File: src/rtl/wb_trap_stage.sv
// Writeback stage: selects register-file/CSR write data, computes branch/jump redirects,
// prioritises exceptions/interrupts and sequences flush + redirect to the trap vector.
module wb_trap_stage #(
    parameter int XLEN         = 64,
    parameter int FLUSH_CYCLES = 2,
    parameter bit VECTORED_EN  = 1'b1
) (
    input  logic            CLK,
    input  logic            RESET,
    input  logic            WB_V,
    input  logic [31:0]     WB_IR,
    input  logic [XLEN-1:0] WB_PC,
    input  logic [XLEN-1:0] WB_NPC,
    input  logic [XLEN-1:0] WB_ALU_RESULT,
    input  logic [XLEN-1:0] WB_MEM_RESULT,
    input  logic [XLEN-1:0] WB_RFD,
    input  logic [XLEN-1:0] WB_CSRFD,
    input  logic            WB_BR_TAKEN,
    input  logic [7:0]      EXC,
    input  logic [1:0]      PRIV,
    input  logic            MIE,
    input  logic            TIMER,
    input  logic            EXTERNAL,
    input  logic [XLEN-1:0] MTVEC,
    output logic [XLEN-1:0] WB_RF_DATA,
    output logic [4:0]      WB_DRID_OUT,
    output logic            WB_LD_REG,
    output logic [XLEN-1:0] WB_CSR_DATA,
    output logic            WB_ST_CSR,
    output logic            WB_PC_MUX,
    output logic [XLEN-1:0] WB_BR_JMP_TARGET,
    output logic            WB_FLUSH,
    output logic            TRAP_TAKEN,
    output logic [XLEN-1:0] WB_CAUSE,
    output logic [XLEN-1:0] WB_EPC,
    output logic            WB_BUSY
);

    // state    | meaning
    // RUN      | retiring instructions, watching for traps
    // FLUSH    | WB_FLUSH held while counter runs down
    // REDIRECT | one-cycle fetch redirect to trap vector
    typedef enum logic [1:0] {RUN, FLUSH, REDIRECT} state_t;

    localparam logic [3:0] CNT_INIT = 4'(FLUSH_CYCLES - 1);

    state_t          state, state_nxt;
    logic [3:0]      cnt, cnt_nxt;
    logic [XLEN-1:0] tvec, tvec_nxt;

    logic [XLEN-1:0] rf_data_nxt, csr_data_nxt, target_nxt, cause_out_nxt, epc_nxt;
    logic [4:0]      drid_nxt;
    logic            ld_nxt, st_nxt, pc_mux_nxt, flush_nxt, trap_nxt, busy_nxt;

    logic [6:0]      opcode;
    logic [2:0]      funct3;
    logic [4:0]      rd;
    logic            irq, trap;
    logic [XLEN-1:0] trap_cause, trap_target;
    logic            unused_ir;

    assign opcode    = WB_IR[6:0];
    assign funct3    = WB_IR[14:12];
    assign rd        = WB_IR[11:7];
    assign unused_ir = ^WB_IR[31:15];

    assign irq  = MIE & (EXTERNAL | TIMER);
    assign trap = irq | (|EXC);

    always_comb begin
        trap_cause = '0;
        if (irq)         trap_cause = {1'b1, (XLEN-1)'(EXTERNAL ? 11 : 7)};
        else if (EXC[1]) trap_cause = XLEN'(1);
        else if (EXC[2]) trap_cause = XLEN'(2);
        else if (EXC[0]) trap_cause = XLEN'(0);
        else if (EXC[3]) trap_cause = XLEN'(8) + XLEN'(PRIV);
        else if (EXC[6]) trap_cause = XLEN'(6);
        else if (EXC[4]) trap_cause = XLEN'(4);
        else if (EXC[7]) trap_cause = XLEN'(7);
        else if (EXC[5]) trap_cause = XLEN'(5);
    end

    // Vector offset drops the interrupt flag: 4*cause[XLEN-2:0] modulo 2^XLEN.
    always_comb begin
        trap_target = {MTVEC[XLEN-1:2], 2'b00};
        if (VECTORED_EN && MTVEC[1:0] == 2'b01 && irq)
            trap_target = trap_target + {trap_cause[XLEN-3:0], 2'b00};
    end

    always_comb begin
        state_nxt     = state;
        cnt_nxt       = cnt;
        tvec_nxt      = tvec;
        rf_data_nxt   = WB_RF_DATA;
        drid_nxt      = WB_DRID_OUT;
        csr_data_nxt  = WB_CSR_DATA;
        target_nxt    = WB_BR_JMP_TARGET;
        cause_out_nxt = WB_CAUSE;
        epc_nxt       = WB_EPC;
        ld_nxt        = 1'b0;
        st_nxt        = 1'b0;
        pc_mux_nxt    = 1'b0;
        flush_nxt     = 1'b0;
        trap_nxt      = 1'b0;
        busy_nxt      = 1'b0;
        case (state)
            RUN: begin
                if (WB_V && trap) begin
                    state_nxt     = FLUSH;
                    cnt_nxt       = CNT_INIT;
                    tvec_nxt      = trap_target;
                    cause_out_nxt = trap_cause;
                    epc_nxt       = WB_PC;
                    trap_nxt      = 1'b1;
                    flush_nxt     = 1'b1;
                    busy_nxt      = 1'b1;
                end else if (WB_V) begin
                    drid_nxt = rd;
                    case (opcode)
                        7'b0000011: begin
                            rf_data_nxt = WB_MEM_RESULT;
                            ld_nxt      = (rd != 5'd0);
                        end
                        7'b0010011, 7'b0110011, 7'b0011011,
                        7'b0111011, 7'b0110111, 7'b0010111: begin
                            rf_data_nxt = WB_ALU_RESULT;
                            ld_nxt      = (rd != 5'd0);
                        end
                        7'b1101111, 7'b1100111: begin
                            rf_data_nxt = WB_NPC;
                            ld_nxt      = (rd != 5'd0);
                            pc_mux_nxt  = 1'b1;
                            target_nxt  = WB_ALU_RESULT;
                        end
                        7'b1110011: begin
                            if (funct3 != 3'd0) begin
                                rf_data_nxt  = WB_RFD;
                                csr_data_nxt = WB_CSRFD;
                                ld_nxt       = (rd != 5'd0);
                                st_nxt       = 1'b1;
                            end
                        end
                        7'b1100011: begin
                            if (WB_BR_TAKEN) begin
                                pc_mux_nxt = 1'b1;
                                target_nxt = WB_ALU_RESULT;
                            end
                        end
                        default: ;
                    endcase
                end
            end
            FLUSH: begin
                busy_nxt = 1'b1;
                if (cnt == 4'd0) begin
                    state_nxt  = REDIRECT;
                    pc_mux_nxt = 1'b1;
                    target_nxt = tvec;
                end else begin
                    cnt_nxt   = cnt - 4'd1;
                    flush_nxt = 1'b1;
                end
            end
            REDIRECT: state_nxt = RUN;
            default:  state_nxt = RUN;
        endcase
    end

    always_ff @(posedge CLK or posedge RESET) begin
        if (RESET) begin
            state            <= RUN;
            cnt              <= '0;
            tvec             <= '0;
            WB_RF_DATA       <= '0;
            WB_DRID_OUT      <= '0;
            WB_LD_REG        <= 1'b0;
            WB_CSR_DATA      <= '0;
            WB_ST_CSR        <= 1'b0;
            WB_PC_MUX        <= 1'b0;
            WB_BR_JMP_TARGET <= '0;
            WB_FLUSH         <= 1'b0;
            TRAP_TAKEN       <= 1'b0;
            WB_CAUSE         <= '0;
            WB_EPC           <= '0;
            WB_BUSY          <= 1'b0;
        end else begin
            state            <= state_nxt;
            cnt              <= cnt_nxt;
            tvec             <= tvec_nxt;
            WB_RF_DATA       <= rf_data_nxt;
            WB_DRID_OUT      <= drid_nxt;
            WB_LD_REG        <= ld_nxt;
            WB_CSR_DATA      <= csr_data_nxt;
            WB_ST_CSR        <= st_nxt;
            WB_PC_MUX        <= pc_mux_nxt;
            WB_BR_JMP_TARGET <= target_nxt;
            WB_FLUSH         <= flush_nxt;
            TRAP_TAKEN       <= trap_nxt;
            WB_CAUSE         <= cause_out_nxt;
            WB_EPC           <= epc_nxt;
            WB_BUSY          <= busy_nxt;
        end
    end

endmodule

File: config.mk
export PLATFORM = sky130hd
export DESIGN_NAME = wb_trap_stage
export DESIGN_NICKNAME = d
export VERILOG_FILES = /design/src/rtl/wb_trap_stage.sv
export SDC_FILE = /design/constraint.sdc
export NUM_CORES = 1
export LEC_CHECK = 0
export CAP_MARGIN = 20
export CORE_AREA = 2 2 325 327
export CTS_CLUSTER_SIZE = 28
export DETAILED_ROUTE_END_ITERATION = 10
export DIE_AREA = 0 0 327 329
export PLACE_DENSITY = 0.39
export SLEW_MARGIN = 10
export SYNTH_ARGS = -nofsm -noshare
export SYNTH_HDL_FRONTEND = slang
export SYNTH_SLANG_ARGS = --single-unit
File: constraint.sdc
create_clock -name CLK -period 11.8 [get_ports CLK]
set_clock_uncertainty 0.15 [all_clocks]
set_input_delay 1.77 -clock CLK [delete_from_list [all_inputs] [get_ports CLK]]
set_output_delay 1.77 -clock CLK [all_outputs]
set_load 0.05 [all_outputs]
==> impl_metrics.csv <==
group,metric,value,unit
run_status,outcome,"finished with violations",
run_status,failed_checks,"design-rule violations",
cts,cts_buffer_depth,3,
cts,clock_latency,600,ps
worst_setup_path,crit_path_start_kind,"primary input",
power_and_ir_drop,power_density,215.0,nW/µm²
synth,synthFlopType,"dfrtp_1",
synth,syn_avg_cell_area,9.599,µm²
worst_setup_path,crit_required,12160,ps
power_and_ir_drop,p_leak,0.01141,µW
synth,synth_seq_cells,340,
layout,drive_gt1_share,8.089,%
detailed_routing,via_count,16110,
worst_setup_path,critPathLaunch,"EXC[5]",
sta,hold_viol_final,0,
synth,synth_area_leaders,"dfrtp_1 (51%), nand2_1 (11%), mux2_2 (5.7%), a222oi_1 (3.8%), mux2_1 (3.3%)",
synth,synth_cell_types,56,
worst_setup_path,endpoint_kind,"register",
global_route,grt_first_pass_wirelength,122100,µm
worst_setup_path,worst-r2r-cell-count,8,
placed_design,routabilityCongestion,0.9284,
synth,synthCells,1741,
sta,finalCriticalPeriod,5324,ps
detailed_routing,initialDrtViolationCount,1368,
layout,multi_input_area,7495,µm²
sta,tightest_slew,1133,ps
cts,cts_max_level,2,
cts,numCtsBuffers,46,
die,top_level_ports,828,
worst_setup_path,timing.reg2reg.setup_slack,8270,ps
global_route,antenna_found_initial,28,
worst_setup_path,r2r-start,"state[0]$_DFFE_PP0P_",
global_route,grt_pass1_vias,16140,
layout,areaGrowthSynthToFinish,62.35,%
worst_setup_path,worst_ep_arrival_time,5690,ps
synth,synthArstFlopShare,100.0,%
sta,slew_headroom,23.85,%
sta,rsz0062_at_grt,"no",
worst_setup_path,worstSetupPathType,"in -> reg",
cts,post-cts-setup-buffers,0,
global_route,overflow,0,
cts,clk_pin_slew,50,ps
detailed_routing,drt_pass1_iterations,11,
detailed_routing,drcViolationCount,3,
sta,setup-tns-final,0,ps
detailed_routing,ant_nets,0,
detailed_routing,wire_per_inst,22.70,µm
synth,yosysWarnings,0,
layout,final_nets,2955,
synth,ys_seq_area_share,50.91,%
power_and_ir_drop,finalPower,5832,µW
synth,synth_top_area_share,50.91,%
sta,finalCritPeriodShare,45.12,%
cts,cts-root-buf,"clkbuf_16",
worst_setup_path,reg2reg_to,"tvec[54]$_DFFE_PP0P_",
die,rows,119,
detailed_routing,wl,88240,µm
layout,fillers,11090,
sta,setup_viol,0,
sta,slew_violations,0,
sta,max_freq,0.1878,GHz
die,dieWidth,327,µm
synth,synth_area,16710,µm²
die,initial_core_util,16.01,%
layout,utilization,26.00,%
die,die_h,329,µm
cts,cts_hold_buf,0,
placed_design,placement.io_buffers,751,
detailed_routing,vias_per_cell,4.144,
job,drv_cap,0,
cts,cts_tree,"done",
synth,synth_top_area_cell,"dfrtp_1",
die,core_area,104400,µm²
placed_design,dp_hpwl,69450,µm
layout,regArea,8508,µm²
worst_hold_path,min_path_type,"reg -> reg",
cts,cts_resized,0,
cts,cts_sinks,340,
global_route,grt_use_total,15.73,%
synth,synth_edf_count,0,
die,dieArea,107600,µm²
global_route,grt_max_degree,143,
power_and_ir_drop,ir_drop,0.1616,mV
worst_setup_path,crit_end,"tvec[41]$_DFFE_PP0P_",
worst_setup_path,crit_path_max_fanout,18,
==> Yosys cell counts, drive strengths merged, types with 2 or more instances <==
cell type  instances
o31ai             18
inv               19
a31oi             36
nand4             26
buf               92
nor3               7
o41ai              2
o211ai             4
a211oi             2
or4               24
and4               6
nor4              15
xnor2             10
or3b               4
and3               9
a21boi            64
clkbuf            79
mux2             133
nand2b             5
or3               16
a21o               2
xor2              14
nor2              61
and4b              2
o21a               3
a21oi              9
a211o              4
and2               3
nand2            513
o21ai            109
ha                 5
nand3             29
nor2b              3
dfrtp            340
a222oi            64
==> power breakdown <==
part           switching, µW  total [µW]  internal, µW  leakage (µW)
Sequential               197        1710          1510       0.00437
Clock                    565        1460           897      0.000760
Combinational           1770        2660           885       0.00629
Total                   2540        5830          3300        0.0114
==> registers in the layout (all words and copies together) (netlist names), 2 cells and up <==
signal	cells
state	2
WB_CAUSE	5
WB_BR_JMP_TARGET	64
tvec	62
WB_RF_DATA	64
WB_CSR_DATA	64
cnt	4
WB_EPC	64
WB_DRID_OUT	5
==> layout by cell type (no fill, tap or decap), types with 23 or more instances in the layout <==
master / synthesis / routed
nand4_1: 25 / 25
nand2_1: 512 / 512
a21boi_0: 64 / 64
nor2_1: 61 / 58
nand3_1: 29 / 29
buf_4: 60 / 23
clkbuf_16: 0 / 49
o21ai_0: 108 / 108
dfrtp_1: 340 / 340
mux2_2: 84 / 84
conb_1: 1 / 59
or4_1: 23 / 23
a222oi_1: 64 / 64
a31oi_1: 36 / 36
clkdlybuf4s50_1: 0 / 751
mux2_1: 49 / 49
==> stage by stage <==
| step | std cells | cell area [µm²] | hold slack (ps) | setup slack (ps) |
|---|---|---|---|---|
| 2_1_floorplan | 1799 | 16930 | 298.8 | 456.7 |
| 3_3_place_gp | 3794 | 25530 | 310.6 | 5846 |
| 3_5_place_dp | 3795 | 25550 | 310.7 | 5752 |
| 4_1_cts | 3876 | 27100 | 324.1 | 6394 |
| 5_1_grt | 3885 | 27130 | 341.7 | 6244 |
| 6_report | 3887 | 27130 | 319.5 | 6476 |
==> how the worst min path moves through the flow <==
stage                        endpoint              startpoint  depth (start not counted)
2_1_floorplan    tvec[44]$_DFFE_PP0P_    tvec[44]$_DFFE_PP0P_                          2
3_5_place_dp   WB_EPC[57]$_DFFE_PP0P_  WB_EPC[57]$_DFFE_PP0P_                          2
4_1_cts        WB_EPC[57]$_DFFE_PP0P_  WB_EPC[57]$_DFFE_PP0P_                          2
6_report       WB_EPC[35]$_DFFE_PP0P_  WB_EPC[35]$_DFFE_PP0P_                          2
3_3_place_gp   WB_EPC[58]$_DFFE_PP0P_  WB_EPC[58]$_DFFE_PP0P_                          2
5_1_grt        WB_EPC[38]$_DFFE_PP0P_  WB_EPC[38]$_DFFE_PP0P_                          2
==> area by class of cell <==
| type | count | share of cell area [%] |
|---|---|---|
| Inverter | 19 | 0.2997 |
| Clock inverter | 10 | 0.5764 |
| Timing Repair Buffer | 776 | 28.47 |
| Clock buffer | 71 | 5.156 |
| Sequential cell | 340 | 31.36 |
| Tap cell | 1391 | 6.415 |
| Antenna cell | 11 | 0.1015 |
| Multi-Input combinational cell | 1269 | 27.62 |
==> cells by family (layout without fill, tap and decap cells) <==
logic type / count (synthesis) / count (layout) / synth area share, %
AND/OR/NAND/NOR: 727 / 727 / 18.90
flip-flops: 340 / 340 / 50.91
AO/OA/AOI/OAI: 320 / 320 / 13.48
buffers and inverters: 190 / 876 / 5.967
multiplexers: 133 / 133 / 8.962
XOR/XNOR: 24 / 24 / 1.258
adder cells (fa/ha/maj): 6 / 6 / 0.4941
other: 1 / 70 / 0.02244
==> routing by layer <==
layer  GRT usage, %  up-vias  routed length [µm]
met4          5.315       22                2507
met2          25.54      691               41480
met3          5.655      131                7799
met5              0        -                 136
li1               -     7463                   -
met1          19.29     7801               36320
==> worst max-delay path, cell delays in order <==
cell and delay, ps:
clkdlybuf4s50_1 480, or4_1 660, nand3_1 130, o21ai_0 160, ha_1 430, o21a_1 200
a21o_1 360, nand4_1 680, or4_1 640, a31oi_1 170
(Power assumes the default switching activity.)
